==> config.mk <==
export PLATFORM = sky130hd
export DESIGN_NAME = pipe_ctrl
export DESIGN_NICKNAME = d
export VERILOG_FILES = /design/src/rtl/pipe_ctrl.sv
export SDC_FILE = /design/constraint.sdc
export NUM_CORES = 1
export LEC_CHECK = 0
export ABC_AREA = 0
export BUFFER_PORTS_ARGS = -buffer_cell sky130_fd_sc_hd__buf_2
export CAP_MARGIN = 20
export CORE_UTILIZATION = 47
export DETAILED_ROUTE_END_ITERATION = 10
export GPL_ROUTABILITY_DRIVEN = 0
export MAX_ROUTING_LAYER = met4
export PLACE_DENSITY = 0.83
export SYNTH_ARGS = -nofsm -noshare
export SYNTH_HDL_FRONTEND = slang
export SYNTH_SLANG_ARGS = --single-unit
==> constraint.sdc <==
create_clock -name clk -period 4.7 [get_ports clk]
set_clock_uncertainty 0.2 [all_clocks]
set_input_delay 0.94 -clock clk [delete_from_list [all_inputs] [get_ports clk]]
set_output_delay 0.94 -clock clk [all_outputs]
set_load 0.02 [all_outputs]
==> src/rtl/pipe_ctrl.sv <==
// Pipeline hazard/stall controller: memory freeze, branch flush, load-use stall.
// Optional stall-cycle counter enabled by defining PIPE_STALL_CNT_EN.
module pipe_ctrl #(
  parameter int unsigned MEM_TIMEOUT = 255
) (
  input  logic        clk,
  input  logic        rst,
  input  logic        hdu_stall,
  input  logic        br_taken,
  input  logic        mem_req,
  input  logic        mem_ready,
  output logic        pc_en,
  output logic        if_id_en,
  output logic        if_id_flush,
  output logic        id_ex_en,
  output logic        id_ex_flush,
  output logic        ex_mem_en,
  output logic        bus_err,
  output logic [31:0] perf_stall_cnt
);

  // state    | meaning
  // RUN      | normal issue
  // MEM_WAIT | pipeline frozen on an outstanding data-memory access
  // FLUSH    | one cycle after a redirect; ID holds a NOP
  // LOAD_USE | bubble inserted into EX while the load result is pending
  typedef enum logic [1:0] {RUN, MEM_WAIT, FLUSH, LOAD_USE} state_t;

  // The first freeze cycle is spent in RUN, so the last allowed wait count is one less.
  localparam logic [7:0] WAIT_LAST = 8'(MEM_TIMEOUT - 1);

  state_t     state_q, state_d;
  logic [7:0] wait_q, wait_d;

  always_ff @(posedge clk or posedge rst) begin
    if (rst) begin
      state_q <= RUN;
      wait_q  <= 8'd0;
    end else begin
      state_q <= state_d;
      wait_q  <= wait_d;
    end
  end

  always_comb begin
    state_d     = RUN;
    wait_d      = 8'd0;
    pc_en       = 1'b1;
    if_id_en    = 1'b1;
    if_id_flush = 1'b0;
    id_ex_en    = 1'b1;
    id_ex_flush = 1'b0;
    ex_mem_en   = 1'b1;
    bus_err     = 1'b0;

    if (rst) begin
      pc_en       = 1'b0;
      if_id_en    = 1'b0;
      id_ex_en    = 1'b0;
      ex_mem_en   = 1'b0;
      if_id_flush = 1'b1;
      id_ex_flush = 1'b1;
    end else if (state_q == MEM_WAIT) begin
      if (mem_ready) begin
        state_d = RUN;
      end else if (wait_q >= WAIT_LAST) begin
        bus_err = 1'b1;
        state_d = RUN;
      end else begin
        pc_en     = 1'b0;
        if_id_en  = 1'b0;
        id_ex_en  = 1'b0;
        ex_mem_en = 1'b0;
        state_d   = MEM_WAIT;
        wait_d    = wait_q + 8'd1;
      end
    end else if (mem_req && !mem_ready) begin
      pc_en     = 1'b0;
      if_id_en  = 1'b0;
      id_ex_en  = 1'b0;
      ex_mem_en = 1'b0;
      state_d   = MEM_WAIT;
      wait_d    = 8'd1;
    end else if (br_taken) begin
      if_id_flush = 1'b1;
      id_ex_flush = 1'b1;
      state_d     = FLUSH;
    end else if (hdu_stall && state_q != FLUSH) begin
      pc_en       = 1'b0;
      if_id_en    = 1'b0;
      id_ex_en    = 1'b0;
      id_ex_flush = 1'b1;
      state_d     = LOAD_USE;
    end
  end

`ifdef PIPE_STALL_CNT_EN
  logic [31:0] perf_cnt_q;

  always_ff @(posedge clk or posedge rst) begin
    if (rst)
      perf_cnt_q <= 32'd0;
    else if (!pc_en)
      perf_cnt_q <= perf_cnt_q + 32'd1;
  end

  assign perf_stall_cnt = perf_cnt_q;
`else
  assign perf_stall_cnt = 32'd0;
`endif

endmodule
==> impl_metrics.ini <==
[cts]
clk_root_buffer_cell = sky130_fd_sc_hd__clkbuf_4
cts_hold_repair.buffers = 0
clk_pin_slew_ps = 70
cts_resized = 0
tritoncts = built
clockBufferDepth = 2
worst_skew_pair.late_latency_ps = 260
postCtsSetupBuffers = 0
clkSinkCount = 10
cts_buffers = 3
h-tree-depth = 1

[power_and_ir_drop]
internal-power_w = 0.000146
powerDensity_nw_per_um2 = 261
vdd_ir_drop_max_mv = 0.163
p_comb_share_pct = 23.8
clkPwrFrac_pct = 34.6
seqPwrFrac_pct = 41.5
power_switching_w = 0.0000715
fraction_of_power_spent_switching_nets_pct = 32.8
leakagePower_nw = 0.415

[global_route]
globalRouteOverflowTotal = 0
grt.met1_usage_pct = 18.1
grt_pass1_wl_um = 1990
use_met2_pct = 22.1
grt_antenna_before_repair = 0
maximum_number_of_pins_on_one_net_before_global_route_repair = 14
globalRoute.busiestLayer = met2
grt.total_usage_pct = 14.3
global_routing_usage_on_met3_pct = 1.22
grt_pass1_vias = 482

[worst_hold_path]
min_to = wait_q[6]
min_path_type = reg -> reg
hold_depth = 1
worst_hold_startpoint = wait_q[6]

[detailed_routing]
vias = 585
detail_route.wirelength_um = 1230
drt.antenna.violating_nets = 0
vias_per_cell = 4.43
drc_errors = 0
detail_route.iter0.violations = 8
wl_per_cell_um = 9.30
drtPass1Iterations = 4

[cells_and_area]
fillers = 136
count_of_nets_after_finishing = 117
layout_commonest_cell = sky130_fd_sc_hd__conb_1
final_cell_mix = sky130_fd_sc_hd__conb_1, sky130_fd_sc_hd__buf_2, sky130_fd_sc_hd__dfrtp_1
area_growth_syn_to_layout_pct = -1.48
layout_cell_share_with_drive_strength_beyond_1_pct = 17.6
area.sequential_um2 = 250
multi_input_area_um2 = 445
antennaDiodeCount = 0

[critical_path]
crit_arrival_ps = 2230
startpoint_type = input port
r2r-end = wait_q[6]
rr_worst_depth = 5
crit_type = in -> out
critical_path_peak_fanout = 13
worstSetupEndpointType = output pin
cp.required_ps = 3560
origin_of_the_critical_flop_to_flop_path = wait_q[0]
regToRegSetupSlack_ps = 2820

[run_status]
status = completed

[sta]
period_minus_slack_ps = 3370
fmax_mhz = 297
final_critical_path_setup_slack_ps = 1330
timing_hold_violations_final = 0
timing.final.crit_share_pct = 71.7
max_slew.worst_pin.slew_ps = 515
setup-violations-final = 0
grt_setup_unrepaired = false
setup_tns_ps = 0
final_max_slew_viol_count = 0
timing.max_slew.rel_slack_pct = 65.5

[floorplan]
initial_standard_cell_utilization_of_the_core_pct = 53.1
floorplan.die_area_um2 = 1970
die_height_um = 44.4
core_area_um2 = 1590
placement_rows = 14
die_w_um = 44.4
boundaryPins = 45

[yosys]
synth.cell_area_um2 = 846
synth_cells = 95
synth-warning-count = 0
synth_largest_area_cell = sky130_fd_sc_hd__buf_4
synth_sequential_area_ratio_pct = 29.6
synth_cell_type_count = 30
synth_top_cells_by_area = sky130_fd_sc_hd__buf_4, sky130_fd_sc_hd__dfrtp_1, sky130_fd_sc_hd__ha_1
postSynthAreaPerCell_um2 = 8.90
synth_top_cell_area_share_pct = 30.2
synth_seq_cells = 10

[place]
buffer_ports.inserted = 12
dp.final_hpwl_um = 1020
dp_worst_slack_ps = 1360

[run]
max_cap_viol_count = 0
[kinds of logic after synthesis]
kind of cell / Yosys count / share of synthesized area (%)
XOR/XNOR: 3 / 3.11
adder cells (fa/ha/maj): 2 / 2.96
AO/OA/AOI/OAI: 15 / 13.9
other: 1 / 0.443
flip-flops: 10 / 29.6
AND/OR/NAND/NOR: 27 / 18.5
buffers and inverters: 37 / 31.5
[cells in the mapped netlist (all sizes together)]
| cell type | count |
|---|---|
| buf | 34 |
| dfrtp | 10 |
| nor2 | 6 |
| o21ai | 5 |
| inv | 3 |
| nand2 | 3 |
| nand2b | 3 |
| nand3 | 3 |
| a21oi | 2 |
| and2b | 2 |
| ha | 2 |
| nor3 | 2 |
| nor3b | 2 |
| xnor2 | 2 |
| a311oi | 1 |
| a31oi | 1 |
| a41oi | 1 |
| and2 | 1 |
| conb | 1 |
| nand4 | 1 |
| nand4b | 1 |
| o211ai | 1 |
| o21a | 1 |
| o21ba | 1 |
| o21bai | 1 |
| o2bb2ai | 1 |
| or2b | 1 |
| or3 | 1 |
| or4b | 1 |
| xor2 | 1 |
[critical path: stages]
cell                      delay (ps)
sky130_fd_sc_hd__buf_2           130
sky130_fd_sc_hd__inv_1           320
sky130_fd_sc_hd__o21ai_0         230
sky130_fd_sc_hd__nor3b_1         360
sky130_fd_sc_hd__buf_2           240
[registers in the layout, indices dropped and copies added (netlist names)]
register,count
state_q,2
wait_q,8
[worst max path at each step]
stage	endpoint	startpoint
3_3_place_gp	if_id_en	rst
5_1_grt	if_id_en	rst
4_1_cts	if_id_en	rst
6_report	if_id_en	rst
2_1_floorplan	if_id_en	rst
3_5_place_dp	if_id_en	rst
[layout make-up]
| cell class | count | share of cell area (%) |
|---|---|---|
| inverter | 3 | 1.35 |
| clock buffer | 4 | 4.35 |
| sequential | 10 | 30.0 |
| timing repair buffer | 12 | 7.21 |
| tap | 24 | 3.60 |
| multi-input combinational | 79 | 53.5 |
[routing by layer]
| layer | vias to the layer above | share of wire [%] |
|---|---|---|
| met5 | - | 0 |
| met4 | 0 | 1.7 |
| met3 | 2 | 5.3 |
| met1 | 271 | 44 |
| li1 | 280 | - |
| met2 | 32 | 48 |
[through the flow]
step,cells,power (W),hold WS [ps],instance area [um2],utilization [%]
3_3_place_gp,128,0.000142,280,797,50.0
5_1_grt,132,0.000232,336,833,52.3
3_5_place_dp,128,0.000143,283,797,50.0
4_1_cts,132,0.000220,292,833,52.3
6_report,132,0.000218,303,833,52.3
2_1_floorplan,126,0.000156,256,962,-
[power by group through the flow]
stage	Sequential, W	Clock [W]	Combinational, W
2_1_floorplan	0.0000913	0	0.0000645
3_3_place_gp	0.0000919	0	0.0000504
3_5_place_dp	0.0000920	0	0.0000515
4_1_cts	0.0000903	0.0000786	0.0000515
5_1_grt	0.0000906	0.0000843	0.0000567
6_report	0.0000905	0.0000755	0.0000519
Power figures use the tool's default switching activity.
